**config.mk**
```make
export PLATFORM = sky130hd
export DESIGN_NAME = ctrl_pipe_decoder_flat
export DESIGN_NICKNAME = d
export VERILOG_FILES = /design/src/rtl/ctrl_pipe_decoder_pkg.sv /design/src/rtl/ctrl_pipe_decoder_if.sv /design/src/rtl/ctrl_pipe_decoder_decode.sv /design/src/rtl/ctrl_pipe_decoder.sv /design/src/flat_wrapper.sv
export SDC_FILE = /design/constraint.sdc
export NUM_CORES = 1
export LEC_CHECK = 0
export CORE_ASPECT_RATIO = 1.25
export CORE_MARGIN = 2
export CORE_UTILIZATION = 40
export CTS_CLUSTER_SIZE = 10
export DETAILED_ROUTE_END_ITERATION = 6
export PLACE_DENSITY = 0.82
export SETUP_SLACK_MARGIN = 0.2
export SYNTH_ARGS = -nofsm -noshare
export SYNTH_HDL_FRONTEND = slang
export SYNTH_SLANG_ARGS = --single-unit
```
**constraint.sdc**
```tcl
create_clock -name clk -period 4.15 [get_ports clk]
set_clock_uncertainty 0.1 [all_clocks]
set_input_delay 0.83 -clock clk [delete_from_list [all_inputs] [get_ports clk]]
set_output_delay 0.83 -clock clk [all_outputs]
set_load 0.01 [all_outputs]
```
**src/rtl/ctrl_pipe_decoder_pkg.sv**
```systemverilog
// Shared definitions for the pipelined control decoder.
// Holds the opcode map, ALU operation classes and the decoded control bundle.
package ctrl_pkg;

    localparam logic [5:0] OP_RTYPE = 6'b000000;
    localparam logic [5:0] OP_J     = 6'b000010;
    localparam logic [5:0] OP_JAL   = 6'b000011;
    localparam logic [5:0] OP_BEQ   = 6'b000100;
    localparam logic [5:0] OP_BNE   = 6'b000101;
    localparam logic [5:0] OP_ADDI  = 6'b001000;
    localparam logic [5:0] OP_SLTI  = 6'b001010;
    localparam logic [5:0] OP_ANDI  = 6'b001100;
    localparam logic [5:0] OP_ORI   = 6'b001101;
    localparam logic [5:0] OP_LUI   = 6'b001111;
    localparam logic [5:0] OP_LW    = 6'b100011;
    localparam logic [5:0] OP_SW    = 6'b101011;

    localparam logic [2:0] ALU_ADD   = 3'b000;
    localparam logic [2:0] ALU_SUB   = 3'b001;
    localparam logic [2:0] ALU_RTYPE = 3'b010;
    localparam logic [2:0] ALU_AND   = 3'b011;
    localparam logic [2:0] ALU_OR    = 3'b100;
    localparam logic [2:0] ALU_SLT   = 3'b101;
    localparam logic [2:0] ALU_LUI   = 3'b110;

    typedef struct packed {
        logic       branch_eq;
        logic       branch_ne;
        logic       alusrc;
        logic       memwrite;
        logic       memtoreg;
        logic       regwrite;
        logic       regdest;
        logic       jal;
        logic       jump;
        logic [2:0] aluop;
    } ctrl_t;

    localparam int    CTRL_W   = $bits(ctrl_t);
    localparam ctrl_t CTRL_NOP = ctrl_t'({CTRL_W{1'b0}});

endpackage

```
**src/rtl/ctrl_pipe_decoder_if.sv**
```systemverilog
// ID-stage inputs and per-stage control outputs of the pipelined decoder.
// The master side presents the instruction, the slave side is the decoder.
interface ctrl_pipe_decoder_if #(
    parameter int OPCODE_W = 6,
    parameter int REG_W    = 5,
    parameter int ALUOP_W  = 3
);
    logic                id_valid;
    logic [OPCODE_W-1:0] id_opcode;
    logic [REG_W-1:0]    id_rs;
    logic [REG_W-1:0]    id_rt;
    logic [REG_W-1:0]    id_rd;
    logic                flush;
    logic                stall;
    logic                illegal_op;
    logic                ex_valid, ex_branch_eq, ex_branch_ne, ex_alusrc;
    logic                ex_memwrite, ex_memtoreg, ex_regwrite, ex_jal, ex_jump;
    logic [ALUOP_W-1:0]  ex_aluop;
    logic [REG_W-1:0]    ex_dest;
    logic                mem_valid, mem_memwrite, mem_memtoreg, mem_regwrite, mem_jal;
    logic [REG_W-1:0]    mem_dest;
    logic                wb_valid, wb_memtoreg, wb_regwrite, wb_jal;
    logic [REG_W-1:0]    wb_dest;

    modport master (
        output id_valid, id_opcode, id_rs, id_rt, id_rd, flush,
        input  stall, illegal_op,
        input  ex_valid, ex_branch_eq, ex_branch_ne, ex_alusrc, ex_memwrite,
        input  ex_memtoreg, ex_regwrite, ex_jal, ex_jump, ex_aluop, ex_dest,
        input  mem_valid, mem_memwrite, mem_memtoreg, mem_regwrite, mem_jal, mem_dest,
        input  wb_valid, wb_memtoreg, wb_regwrite, wb_jal, wb_dest
    );

    modport slave (
        input  id_valid, id_opcode, id_rs, id_rt, id_rd, flush,
        output stall, illegal_op,
        output ex_valid, ex_branch_eq, ex_branch_ne, ex_alusrc, ex_memwrite,
        output ex_memtoreg, ex_regwrite, ex_jal, ex_jump, ex_aluop, ex_dest,
        output mem_valid, mem_memwrite, mem_memtoreg, mem_regwrite, mem_jal, mem_dest,
        output wb_valid, wb_memtoreg, wb_regwrite, wb_jal, wb_dest
    );
endinterface

```
**src/rtl/ctrl_pipe_decoder_decode.sv**
```systemverilog
// Combinational opcode decoder: control bundle, rt-read flag and illegal flag.
// Extended-ISA opcodes are illegal unless EXT_ISA is set.
module ctrl_opcode_decode
    import ctrl_pkg::*;
#(
    parameter int OPCODE_W = 6,
    parameter bit EXT_ISA  = 1'b0
) (
    input  logic [OPCODE_W-1:0] opcode_i,
    output ctrl_t               ctrl_o,
    output logic                uses_rt_o,
    output logic                illegal_o
);

    // Opcode to control bundle; undefined opcodes leave the bundle all-zero.
    always_comb begin
        ctrl_o    = CTRL_NOP;
        uses_rt_o = 1'b0;
        illegal_o = 1'b0;
        case (opcode_i)
            OP_RTYPE: begin
                ctrl_o.regwrite = 1'b1;
                ctrl_o.regdest  = 1'b1;
                ctrl_o.aluop    = ALU_RTYPE;
                uses_rt_o       = 1'b1;
            end
            OP_ADDI: begin
                ctrl_o.alusrc   = 1'b1;
                ctrl_o.regwrite = 1'b1;
                ctrl_o.aluop    = ALU_ADD;
            end
            OP_LW: begin
                ctrl_o.alusrc   = 1'b1;
                ctrl_o.memtoreg = 1'b1;
                ctrl_o.regwrite = 1'b1;
                ctrl_o.aluop    = ALU_ADD;
            end
            OP_SW: begin
                ctrl_o.alusrc   = 1'b1;
                ctrl_o.memwrite = 1'b1;
                ctrl_o.aluop    = ALU_ADD;
                uses_rt_o       = 1'b1;
            end
            OP_BEQ: begin
                ctrl_o.branch_eq = 1'b1;
                ctrl_o.aluop     = ALU_SUB;
                uses_rt_o        = 1'b1;
            end
            OP_BNE: begin
                ctrl_o.branch_ne = 1'b1;
                ctrl_o.aluop     = ALU_SUB;
                uses_rt_o        = 1'b1;
            end
            OP_JAL: begin
                ctrl_o.regwrite = 1'b1;
                ctrl_o.jal      = 1'b1;
            end
            OP_ANDI, OP_ORI, OP_SLTI, OP_LUI: begin
                if (EXT_ISA) begin
                    ctrl_o.alusrc   = 1'b1;
                    ctrl_o.regwrite = 1'b1;
                    case (opcode_i)
                        OP_ANDI: ctrl_o.aluop = ALU_AND;
                        OP_ORI:  ctrl_o.aluop = ALU_OR;
                        OP_SLTI: ctrl_o.aluop = ALU_SLT;
                        default: ctrl_o.aluop = ALU_LUI;
                    endcase
                end else begin
                    illegal_o = 1'b1;
                end
            end
            OP_J: begin
                if (EXT_ISA) begin
                    ctrl_o.jump = 1'b1;
                end else begin
                    illegal_o = 1'b1;
                end
            end
            default: illegal_o = 1'b1;
        endcase
    end

endmodule

```
**src/rtl/ctrl_pipe_decoder.sv**
```systemverilog
// Pipelined MIPS control decoder: decodes ID, detects load-use hazards and
// carries the control bundle through ID/EX, EX/MEM and MEM/WB registers.
module ctrl_pipe_decoder
    import ctrl_pkg::*;
#(
    parameter int OPCODE_W = 6,
    parameter int REG_W    = 5,
    parameter int ALUOP_W  = 3,
    parameter bit EXT_ISA  = 1'b0,
    parameter int LINK_REG = 31
) (
    input  logic                 clk,
    input  logic                 reset_n,
    ctrl_pipe_decoder_if.slave   bus
);

    typedef struct packed {
        logic               valid, branch_eq, branch_ne, alusrc, memwrite;
        logic               memtoreg, regwrite, jal, jump;
        logic [ALUOP_W-1:0] aluop;
        logic [REG_W-1:0]   dest;
    } ex_stage_t;

    typedef struct packed {
        logic             valid, memwrite, memtoreg, regwrite, jal;
        logic [REG_W-1:0] dest;
    } mem_stage_t;

    typedef struct packed {
        logic             valid, memtoreg, regwrite, jal;
        logic [REG_W-1:0] dest;
    } wb_stage_t;

    localparam int EX_W  = $bits(ex_stage_t);
    localparam int MEM_W = $bits(mem_stage_t);
    localparam int WB_W  = $bits(wb_stage_t);
    localparam ex_stage_t  EX_NOP  = ex_stage_t'({EX_W{1'b0}});
    localparam mem_stage_t MEM_NOP = mem_stage_t'({MEM_W{1'b0}});
    localparam wb_stage_t  WB_NOP  = wb_stage_t'({WB_W{1'b0}});
    localparam logic [REG_W-1:0] REG_ZERO = {REG_W{1'b0}};

    ctrl_t            dec_s;
    logic             uses_rt_s, undef_s, stall_s, bubble_s, regwrite_s;
    logic [REG_W-1:0] dest_s;
    ex_stage_t        ex_d, ex_q;
    mem_stage_t       mem_d, mem_q;
    wb_stage_t        wb_d, wb_q;
    logic             illegal_d, illegal_q;

    ctrl_opcode_decode #(
        .OPCODE_W (OPCODE_W),
        .EXT_ISA  (EXT_ISA)
    ) u_decode (
        .opcode_i  (bus.id_opcode),
        .ctrl_o    (dec_s),
        .uses_rt_o (uses_rt_s),
        .illegal_o (undef_s)
    );

    // Destination select; a write aimed at r0 is dropped here.
    always_comb begin
        if (dec_s.jal) begin
            dest_s = REG_W'(LINK_REG);
        end else if (dec_s.regdest) begin
            dest_s = bus.id_rd;
        end else begin
            dest_s = bus.id_rt;
        end
        regwrite_s = dec_s.regwrite & (dest_s != REG_ZERO);
    end

    assign stall_s = ex_q.valid & ex_q.memtoreg & (ex_q.dest != REG_ZERO) & bus.id_valid &
                     ((ex_q.dest == bus.id_rs) | (uses_rt_s & (ex_q.dest == bus.id_rt)));
    assign bubble_s  = ~bus.id_valid | stall_s | bus.flush | undef_s;
    assign illegal_d = bus.id_valid & undef_s & ~bus.flush & ~stall_s;

    // ID/EX next state: decoded bundle or bubble.
    always_comb begin
        ex_d = EX_NOP;
        if (bubble_s) begin
            ex_d = EX_NOP;
        end else begin
            ex_d.valid     = 1'b1;
            ex_d.branch_eq = dec_s.branch_eq;
            ex_d.branch_ne = dec_s.branch_ne;
            ex_d.alusrc    = dec_s.alusrc;
            ex_d.memwrite  = dec_s.memwrite;
            ex_d.memtoreg  = dec_s.memtoreg;
            ex_d.regwrite  = regwrite_s;
            ex_d.jal       = dec_s.jal;
            ex_d.jump      = dec_s.jump;
            ex_d.aluop     = ALUOP_W'(dec_s.aluop);
            ex_d.dest      = dest_s;
        end
    end

    // Later stages keep only write-back-relevant fields and always advance.
    always_comb begin
        mem_d = '{valid: ex_q.valid, memwrite: ex_q.memwrite, memtoreg: ex_q.memtoreg,
                  regwrite: ex_q.regwrite, jal: ex_q.jal, dest: ex_q.dest};
        wb_d  = '{valid: mem_q.valid, memtoreg: mem_q.memtoreg,
                  regwrite: mem_q.regwrite, jal: mem_q.jal, dest: mem_q.dest};
    end

    // Stage registers with asynchronous clear to bubbles.
    always_ff @(posedge clk or negedge reset_n) begin
        if (!reset_n) begin
            ex_q      <= EX_NOP;
            mem_q     <= MEM_NOP;
            wb_q      <= WB_NOP;
            illegal_q <= 1'b0;
        end else begin
            ex_q      <= ex_d;
            mem_q     <= mem_d;
            wb_q      <= wb_d;
            illegal_q <= illegal_d;
        end
    end

    assign bus.stall        = stall_s;
    assign bus.illegal_op   = illegal_q;
    assign bus.ex_valid     = ex_q.valid;
    assign bus.ex_branch_eq = ex_q.branch_eq;
    assign bus.ex_branch_ne = ex_q.branch_ne;
    assign bus.ex_alusrc    = ex_q.alusrc;
    assign bus.ex_memwrite  = ex_q.memwrite;
    assign bus.ex_memtoreg  = ex_q.memtoreg;
    assign bus.ex_regwrite  = ex_q.regwrite;
    assign bus.ex_jal       = ex_q.jal;
    assign bus.ex_jump      = ex_q.jump;
    assign bus.ex_aluop     = ex_q.aluop;
    assign bus.ex_dest      = ex_q.dest;
    assign bus.mem_valid    = mem_q.valid;
    assign bus.mem_memwrite = mem_q.memwrite;
    assign bus.mem_memtoreg = mem_q.memtoreg;
    assign bus.mem_regwrite = mem_q.regwrite;
    assign bus.mem_jal      = mem_q.jal;
    assign bus.mem_dest     = mem_q.dest;
    assign bus.wb_valid     = wb_q.valid;
    assign bus.wb_memtoreg  = wb_q.memtoreg;
    assign bus.wb_regwrite  = wb_q.regwrite;
    assign bus.wb_jal       = wb_q.jal;
    assign bus.wb_dest      = wb_q.dest;

endmodule

```
**src/flat_wrapper.sv**
```systemverilog
// flat-port wrapper written by rule: the top's interface ports become plain ports
module ctrl_pipe_decoder_flat import ctrl_pkg::*;
#(
    parameter int OPCODE_W = 6,
    parameter int REG_W    = 5,
    parameter int ALUOP_W  = 3,
    parameter bit EXT_ISA  = 1'b0,
    parameter int LINK_REG = 31
)
  (clk, reset_n, bus_id_valid, bus_id_opcode, bus_id_rs, bus_id_rt, bus_id_rd, bus_flush, bus_stall, bus_illegal_op, bus_ex_valid, bus_ex_branch_eq, bus_ex_branch_ne, bus_ex_alusrc, bus_ex_memwrite, bus_ex_memtoreg, bus_ex_regwrite, bus_ex_jal, bus_ex_jump, bus_ex_aluop, bus_ex_dest, bus_mem_valid, bus_mem_memwrite, bus_mem_memtoreg, bus_mem_regwrite, bus_mem_jal, bus_mem_dest, bus_wb_valid, bus_wb_memtoreg, bus_wb_regwrite, bus_wb_jal, bus_wb_dest);
  ctrl_pipe_decoder_if #(.OPCODE_W(OPCODE_W), .REG_W(REG_W), .ALUOP_W(ALUOP_W)) bus_i ();
  input  logic clk;
  input  logic reset_n;
  input wire logic [$bits(bus_i.id_valid)-1:0] bus_id_valid;
  input wire logic [$bits(bus_i.id_opcode)-1:0] bus_id_opcode;
  input wire logic [$bits(bus_i.id_rs)-1:0] bus_id_rs;
  input wire logic [$bits(bus_i.id_rt)-1:0] bus_id_rt;
  input wire logic [$bits(bus_i.id_rd)-1:0] bus_id_rd;
  input wire logic [$bits(bus_i.flush)-1:0] bus_flush;
  output wire logic [$bits(bus_i.stall)-1:0] bus_stall;
  output wire logic [$bits(bus_i.illegal_op)-1:0] bus_illegal_op;
  output wire logic [$bits(bus_i.ex_valid)-1:0] bus_ex_valid;
  output wire logic [$bits(bus_i.ex_branch_eq)-1:0] bus_ex_branch_eq;
  output wire logic [$bits(bus_i.ex_branch_ne)-1:0] bus_ex_branch_ne;
  output wire logic [$bits(bus_i.ex_alusrc)-1:0] bus_ex_alusrc;
  output wire logic [$bits(bus_i.ex_memwrite)-1:0] bus_ex_memwrite;
  output wire logic [$bits(bus_i.ex_memtoreg)-1:0] bus_ex_memtoreg;
  output wire logic [$bits(bus_i.ex_regwrite)-1:0] bus_ex_regwrite;
  output wire logic [$bits(bus_i.ex_jal)-1:0] bus_ex_jal;
  output wire logic [$bits(bus_i.ex_jump)-1:0] bus_ex_jump;
  output wire logic [$bits(bus_i.ex_aluop)-1:0] bus_ex_aluop;
  output wire logic [$bits(bus_i.ex_dest)-1:0] bus_ex_dest;
  output wire logic [$bits(bus_i.mem_valid)-1:0] bus_mem_valid;
  output wire logic [$bits(bus_i.mem_memwrite)-1:0] bus_mem_memwrite;
  output wire logic [$bits(bus_i.mem_memtoreg)-1:0] bus_mem_memtoreg;
  output wire logic [$bits(bus_i.mem_regwrite)-1:0] bus_mem_regwrite;
  output wire logic [$bits(bus_i.mem_jal)-1:0] bus_mem_jal;
  output wire logic [$bits(bus_i.mem_dest)-1:0] bus_mem_dest;
  output wire logic [$bits(bus_i.wb_valid)-1:0] bus_wb_valid;
  output wire logic [$bits(bus_i.wb_memtoreg)-1:0] bus_wb_memtoreg;
  output wire logic [$bits(bus_i.wb_regwrite)-1:0] bus_wb_regwrite;
  output wire logic [$bits(bus_i.wb_jal)-1:0] bus_wb_jal;
  output wire logic [$bits(bus_i.wb_dest)-1:0] bus_wb_dest;
  assign bus_i.id_valid = bus_id_valid;
  assign bus_i.id_opcode = bus_id_opcode;
  assign bus_i.id_rs = bus_id_rs;
  assign bus_i.id_rt = bus_id_rt;
  assign bus_i.id_rd = bus_id_rd;
  assign bus_i.flush = bus_flush;
  assign bus_stall = bus_i.stall;
  assign bus_illegal_op = bus_i.illegal_op;
  assign bus_ex_valid = bus_i.ex_valid;
  assign bus_ex_branch_eq = bus_i.ex_branch_eq;
  assign bus_ex_branch_ne = bus_i.ex_branch_ne;
  assign bus_ex_alusrc = bus_i.ex_alusrc;
  assign bus_ex_memwrite = bus_i.ex_memwrite;
  assign bus_ex_memtoreg = bus_i.ex_memtoreg;
  assign bus_ex_regwrite = bus_i.ex_regwrite;
  assign bus_ex_jal = bus_i.ex_jal;
  assign bus_ex_jump = bus_i.ex_jump;
  assign bus_ex_aluop = bus_i.ex_aluop;
  assign bus_ex_dest = bus_i.ex_dest;
  assign bus_mem_valid = bus_i.mem_valid;
  assign bus_mem_memwrite = bus_i.mem_memwrite;
  assign bus_mem_memtoreg = bus_i.mem_memtoreg;
  assign bus_mem_regwrite = bus_i.mem_regwrite;
  assign bus_mem_jal = bus_i.mem_jal;
  assign bus_mem_dest = bus_i.mem_dest;
  assign bus_wb_valid = bus_i.wb_valid;
  assign bus_wb_memtoreg = bus_i.wb_memtoreg;
  assign bus_wb_regwrite = bus_i.wb_regwrite;
  assign bus_wb_jal = bus_i.wb_jal;
  assign bus_wb_dest = bus_i.wb_dest;
  ctrl_pipe_decoder #(.OPCODE_W(OPCODE_W), .REG_W(REG_W), .ALUOP_W(ALUOP_W), .EXT_ISA(EXT_ISA), .LINK_REG(LINK_REG)) u_core (.clk(clk), .reset_n(reset_n), .bus(bus_i));
endmodule
```
; After elaboration in Yosys (flattened, before gate mapping)
; Index checks and enable logic that the tools add are counted.
[classes]
n_eq_ne = 8
mux = 14
n_bitwise = 16
reduce_logical = 8
[op_table]
columns = cell, n
row1 = 17-bit 2-to-1 mux, 1
row2 = "6-bit by 3-bit == test with 1-bit output, second input constant", 2
row3 = "6-bit == test, second input constant", 2
row4 = 5-bit == test, 2
row5 = 1-bit 2-to-1 mux, 10
row6 = 5-bit 2-to-1 mux, 2
row7 = 5-bit nonzero test, 2
row8 = 1-bit AND, 9
row9 = 4-bit OR reduction, 2
row10 = 7-bit OR reduction, 1
row11 = "6-bit by 2-bit == test with 1-bit output, second input constant", 1
row12 = "6-bit by 4-bit == test with 1-bit output, second input constant", 1
row13 = 6-bit zero test, 1
row14 = 1-bit OR, 4
row15 = 2-bit one-hot mux with 2 select lines, 1
row16 = 1-bit NOT, 3
row17 = 3-bit OR reduction, 1
row18 = 2-bit OR reduction, 1
[word_totals]
ff_bits = 37
in_bits = 25
out_inout_bits = 38
word_cells = 69

; Depth between registers and ports, before layout
; Gate-level depths: netlist (run 1).
[depth]
ltp_word = 10
mapped_depth = 6
depth_no_buf = 4

; Cells and area by module
; A second synthesis (run 1) with hierarchy kept.
[hier_totals]
cells_unflattened = 125
area_unflattened_um2 = 1549.0
[by_module_without_submodules]
columns = module, n_inst, cells_each, area_each_um2, seq_area_each_um2
row1 = ctrl_pipe_decoder, 1, 89, 1308.8, 925.9
row2 = ctrl_opcode_decode, 1, 36, 240.2, 0.0

; Worst setup path before layout (run 1)
; OpenSTA, ideal clock, no wires.
[synth_path]
path_kind = input-to-output
startpoint = input bus_id_opcode[0]
endpoint = output bus_stall
arrival_time_ns = 1.876
t_required_ns = 3.220
setup_slack_ns = 1.344
cell_stages = 5
n_path_buf = 2
cell_sequence = buf_2 a2111oi_1 o2111a_2 buf_6 or2_1
[synth_via]
elab_chain_cells = 6
elab_cells_between_ends = 9
cone_classes = 3 x eq/ne / 1 x mux / 3 x bitwise / 2 x reduce/logical
[synth_lines]
columns = item, line_no
row1 = "start, declared", flat_wrapper.sv:15  ; input wire logic [$bits(bus_i.id_opcode)-1:0] bus_id_opcode;
row2 = "6-bit by 3-bit == test with 1-bit output, or another cell as far along", ctrl_pipe_decoder_decode.sv:20  ; case (opcode_i)
row3 = 4-bit OR reduction (no line) (*), --
row4 = 1-bit 2-to-1 mux (*), ctrl_pipe_decoder_decode.sv:20
row5 = 1-bit AND (*), ctrl_pipe_decoder.sv:73  ; ((ex_q.dest == bus.id_rs) | (uses_rt_s & (ex_q.dest == bus.id_rt)));
row6 = 1-bit OR (*), ctrl_pipe_decoder.sv:73
row7 = 1-bit AND (*), ctrl_pipe_decoder.sv:72  ; assign stall_s = ex_q.valid & ex_q.memtoreg & (ex_q.dest != REG_ZERO) & bus.id_valid &
row8 = "end, declared", flat_wrapper.sv:20  ; output wire logic [$bits(bus_i.stall)-1:0] bus_stall;
; Every way passes the cells marked *; elsewhere a longest branch is shown, timed or not.

; Worst setup path after layout (run 1)
[layout_path]
startpoint = input bus_id_opcode[2]
endpoint = output bus_stall
; Same word-level chain as after synthesis.

==> results.yml, run 1 <==
synthesis:
  yosysTopAreaCellShare_pct: 60.1
  avg_cell_area_syn_um2: 12.4
  synth_cell_type_count: 35
  ys_async_sr_fraction_pct: 100
  synth_seq_cells: 35
  netlist_top_cells_area: "dfrtp_1, xor2_1, a2111oi_1"
  yosys_warnings: 0
  commonest_cells_post_synth: "dfrtp_1, nor3_1, xor2_1"
  edff_count_synth: 0
  ys.flop_type: "dfrtp_1"
  synth.most_common_cell: "dfrtp_1"
  syn-instance-count: 118
  syn_area_um2: 1460
  synth-seq-area-share_pct: 60.1
  synth_top_cell_by_area: "dfrtp_1"
final_layout:
  num-fill-cells: 281
  antennaDiodeCount: 0
  layout-drive-gt1-share_pct: 8.24
  design.final.nets: 208
  area.growth.synth_to_final_pct: 48.5
  utilization_after_layout_pct: 62.1
floorplanning:
  die-width_um: 58.0
  core_region_area_um2: 3480
  initial_utilization_pct: 41.8
  die_area_um2: 4150
  pin_count: 63
  die_h_um: 71.5
  rows: 24
setup_path:
  critPathMaxStageDelay_ps: 600
  worst-path-max-fanout: 6
  cell_breakdown_of_the_critical_path: "clkdlybuf4s50_1 -> inv_2 -> a2111oi_1 -> o2111a_2 -> or2_1 -> clkdlybuf4s50_1"
  critPathRequiredTime_ps: 3220
  worst_setup_path_start_kind: "primary input"
  timing.critical_path.slowest_stage_cell: "clkdlybuf4s50_1"
  critPathMostFrequentCell: "clkdlybuf4s50_1"
  critPathArrivalTime_ps: 2830
  critPathKind: "primary input to output port"
  worstPathBufferInverterCount: 3
  path_delay_family: "buffers and inverters"
  worst_setup_path_end_kind: "output port"
sta:
  final_period_minus_worst_setup_slack_ps: 3760
  min_period_over_period_pct: 90.6
  clock.fmax_mhz: 266
  timing.final.setup_violations: 0
  final-hold-violation-count: 0
  timing_worst_slew_pin_value_ps: 896
  slew_hr_pct: 39.8
  rsz0062_at_grt: "no"
  final_max_slew_viol_count: 0
  finalSetupTns_ps: 0
placement:
  place_hpwl_um: 2850
  replace_congestion: 0.812
  port_buffers: 60
power:
  power.leakage_uw: 0.000983
  ir_drop_mv: 0.207
  total_power_uw: 627
  ratio_of_total_power_to_cell_area_nw_per_um2: 290
grt:
  overflow: 0
  grt_total_usage_pct: 18.9
  antenna_found_initial: 0
  largest_net_degree_at_the_start_of_global_routing: 36
  vias_in_the_first_global_route: 1254
  grt_first_pass_wirelength_um: 5910
route:
  drcViolationCount: 0
  routed_wire_length_per_instance_um: 16.3
  dr.pass1.iters: 4
  top_layer_used: "met4"
  routed_wirelength_um: 3610
  drtAntennaViolNets: 0
  dr_wl_met3_um: 271
  wl_met1_um: 1330
  first_iter_violations: 47
  vias: 1236
  detail_route.vias_per_cell: 5.59
  wl_met2_um: 1930
clock_network:
  clk_root_buffer_cell: "clkbuf_8"
  tritoncts: "yes"
  clock_path_buffers: 2
  post_cts_resize_count: 0
  postCtsHoldBufs: 0
  clkSinkCount: 35
  clkTransAtPathRegs_ps: 60
  htree_num_levels: 2
  clk_latency_ps: 280
  cts_buffers: 5
  postCtsSetupBuffers: 0
status:
  run_status: "finished clean"
worst_hold_path:
  hold_path.class: "flip-flop to flip-flop"
flow_run:
  drv_cap: 0
per-stage QoR:
step	hold slack, ps	std cells	instance area, µm²	worst slack [ps]
final	272	221	2160	390
after CTS	273	221	2160	398
after detailed placement	261	215	2090	410
after global placement	255	215	2090	461
after global routing	289	221	2160	246
after floorplan	316	119	1460	1340
registers in the layout, summed over array words and instances, names as in the netlist, 2 cells and up:
name                 cells
u_core.bus.mem_dest      5
u_core.bus.ex_aluop      2
u_core.bus.wb_dest       5
u_core.bus.ex_dest       5
layout by cell type, fill, tap and decap left out:
cell type | synthesis | routed
conb_1 | 1 | 2
buf_4 | 2 | 3
a2111oi_1 | 5 | 5
mux2i_1 | 5 | 5
nand3_2 | 1 | 1
inv_1 | 2 | 2
o2111a_2 | 1 | 1
nor4_1 | 7 | 7
clkbuf_8 | 0 | 5
nor3_1 | 10 | 10
inv_2 | 1 | 1
o21a_1 | 1 | 1
o31ai_1 | 1 | 1
and4b_1 | 1 | 1
or2_1 | 1 | 1
nand3_1 | 2 | 2
nand2_2 | 1 | 1
and3_1 | 1 | 1
o21ai_0 | 3 | 3
dfrtp_1 | 35 | 35
nor2b_1 | 1 | 1
nand2_1 | 2 | 2
clkdlybuf4s50_1 | 0 | 60
nor4_2 | 2 | 2
nor4b_1 | 1 | 1
xor2_1 | 10 | 10
a211oi_1 | 2 | 2
nand4_1 | 4 | 4
nand2b_1 | 1 | 1
a21oi_1 | 1 | 1
clkbuf_1 | 0 | 1
nor2_1 | 5 | 5
a2111oi_2 | 1 | 1
or3_1 | 2 | 2
or4_1 | 1 | 1
where the power goes:
| part | switching [µW] | internal, µW | leakage [µW] |
|---|---|---|---|
| sequential | 1.84 | 344 | 0.000487 |
| clock | 101 | 111 | 0.0000371 |
| combinational | 33.9 | 34.1 | 0.000459 |
routing by layer:
| layer | vias up | global-route usage [%] |
|---|---|---|
| li1 | 565 | - |
| met1 | 585 | 21.1 |
| met2 | 79 | 33.1 |
| met3 | 7 | 4.87 |
| met4 | 0 | 9.30 |
| met5 | - | 0 |
logic make-up (layout without fill, tap and decap cells):
family	after synthesis	in the layout	share of synthesized area (%)
buffers and inverters	9	72	3.60
and+or+nand+nor	43	43	17.9
muxes	5	5	3.43
xor gates and xnor gates	10	10	6.01
AOI/OAI and AO/OA	15	15	8.75
other	1	2	0.257
DFF	35	35	60.1
final timing paths:
| kind | startpoint | slack, ps | end | cells after the start |
|---|---|---|---|---|
| min | u_core.bus.ex_regwrite | 270 | u_core.bus.mem_regwrite | 0 |
| max | bus_id_opcode[2] | 390 | bus_stall | 6 |
| min in group asynchronous | reset_n | 850 | u_core.bus.mem_memwrite | 2 |
| min reg2reg | u_core.bus.ex_regwrite | 270 | u_core.bus.mem_regwrite | 0 |
| max in group asynchronous | reset_n | 2800 | u_core.bus.wb_dest[3] | 2 |
| max reg2reg | u_core.bus.ex_dest[2] | 2250 | u_core.bus.ex_dest[0] | 5 |
cell type report:
class,count,area [µm²],area share (%)
multi-input combinational,75,533,24.6
clock buffer,6,72.6,3.35
timing repair buffer,63,623,28.8
inverter,3,11.3,0.520
tap,39,48.8,2.25
sequential,35,876,40.5
Note: power is estimated with default switching activity, not from simulation.
==> run 2, diff against run 1 <==
Settings changed: ABC_AREA set to 0.
Clock period 4.15 ns to 4.3 ns, I/O delays scaled along.
==> results.yml, run 2 (synthesized netlist as in run 1, its figures left out) <==
status:
  run_status: "finished clean"
clock_network:
  clk_latency_ps: 270
  tritoncts: "yes"
  cts_buffers: 5
  clkTransAtPathRegs_ps: 60
  postCtsHoldBufs: 0
  clock_path_buffers: 2
  postCtsSetupBuffers: 0
  htree_num_levels: 2
  clkSinkCount: 35
  clk_root_buffer_cell: "clkbuf_8"
  post_cts_resize_count: 0
final_layout:
  area.growth.synth_to_final_pct: 48.5
  layout-drive-gt1-share_pct: 8.24
  layout.cell_area.non_filler_um2: 2160
  mostFrequentLayoutCell: "clkdlybuf4s50_1"
  most-common-layout-cells: "clkdlybuf4s50_1, dfrtp_1, nor3_1, xor2_1, nor4_1"
  final-seq-area_um2: 876
  antennaDiodeCount: 0
  num-fill-cells: 276
  multi_input_comb_area_um2: 533
  utilization_after_layout_pct: 62.1
  design.final.nets: 208
worst_hold_path:
  hold_path.class: "flip-flop to flip-flop"
placement:
  port_buffers: 60
  dpl-instance-area_um2: 2090
  place_hpwl_um: 2800
  replace_congestion: 0.820
floorplanning:
  die_h_um: 71.5
  initial_utilization_pct: 41.8
  rows: 24
  core_region_area_um2: 3480
  die-width_um: 58.0
  pin_count: 63
  die_area_um2: 4150
power:
  switchingPower_uw: 130
  p_sw_share_pct: 21.6
  power_frac_clock_pct: 33.8
  seq_power_share_pct: 55.4
  power.leakage_uw: 0.000983
  combPwrFrac_pct: 10.8
  cellInternalPower_uw: 473
  ratio_of_total_power_to_cell_area_nw_per_um2: 279
  ir_drop_mv: 0.223
sta:
  final-hold-violation-count: 0
  final_max_slew_viol_count: 0
  rsz0062_at_grt: "no"
  slew_hr_pct: 28.2
  clock.fmax_mhz: 259
  finalSetupTns_ps: 0
  final_period_minus_worst_setup_slack_ps: 3860
  timing.final.setup_violations: 0
  final_worst_hold_slack_ps: 274
  min_period_over_period_pct: 89.7
  timing_worst_slew_pin_value_ps: 1070
grt:
  vias_in_the_first_global_route: 1243
  grt_total_usage_pct: 17.9
  overflow: 0
  grt_first_pass_wirelength_um: 5640
  antenna_found_initial: 0
  largest_net_degree_at_the_start_of_global_routing: 27
setup_path:
  worst_setup_path_start_kind: "primary input"
  worst_setup_path_end_kind: "output port"
  critPathRequiredTime_ps: 3340
  critPathKind: "primary input to output port"
  worst-path-max-fanout: 6
  critPathArrivalTime_ps: 2900
route:
  routed_wirelength_um: 3460
  drcViolationCount: 0
  first_iter_violations: 47
  dr.pass1.iters: 4
  drtAntennaViolNets: 0
  routed_wire_length_per_instance_um: 15.7
  vias: 1242
  detail_route.vias_per_cell: 5.62
flow_run:
  drv_cap: 0
[run 2: metrics by stage]
| stage | power, µW | setup WS [ps] | instances |
|---|---|---|---|
| 2_1_floorplan | 361 | 1430 | 119 |
| 3_3_place_gp | 403 | 550 | 215 |
| 3_5_place_dp | 405 | 483 | 215 |
| 4_1_cts | 610 | 456 | 221 |
| 5_1_grt | 630 | 299 | 221 |
| 6_report | 603 | 444 | 221 |
[run 2: worst max-delay path, cell delays in order]
cell	delay, ps
clkdlybuf4s50_1	590
inv_2	110
a2111oi_1	460
o2111a_2	250
or2_1	100
clkdlybuf4s50_1	530
[run 2: layer usage]
metal,part of all wire [%],routed length [µm],global-route usage (%)
met5,0,0,0
met4,3.0,103,11.4
met3,9.1,315,3.61
met2,51,1780,30.8
met1,37,1260,19.8
[run 2: final timing paths]
path                                         start                      to  slack [ps]  depth (start not counted)
min in group asynchronous                  reset_n      u_core.bus.mem_jal        1070                          1
min                        u_core.bus.mem_regwrite  u_core.bus.wb_regwrite         270                          0
min reg2reg                u_core.bus.mem_regwrite  u_core.bus.wb_regwrite         270                          0
max in group asynchronous                  reset_n  u_core.bus.mem_dest[0]        2300                          2
max reg2reg                  u_core.bus.ex_dest[2]   u_core.bus.ex_dest[0]        2510                          5
max                               bus_id_opcode[2]               bus_stall         440                          6
[run 2: power groups by stage]
| stage | clock network (µW) | registers, µW | logic [µW] |
|---|---|---|---|
| 6_report | 204 | 334 | 64.9 |
| 4_1_cts | 210 | 334 | 65.2 |
| 3_5_place_dp | 0 | 340 | 64.9 |
| 5_1_grt | 225 | 334 | 70.8 |
| 3_3_place_gp | 0 | 340 | 63.0 |
| 2_1_floorplan | 0 | 341 | 19.5 |
[run 2: final cells by class]
cell class,count,area share [%]
Timing Repair Buffer,63,28.8
Sequential cell,35,40.5
Clock buffer,6,3.35
Inverter,3,0.520
Tap cell,39,2.25
Multi-Input combinational cell,75,24.6
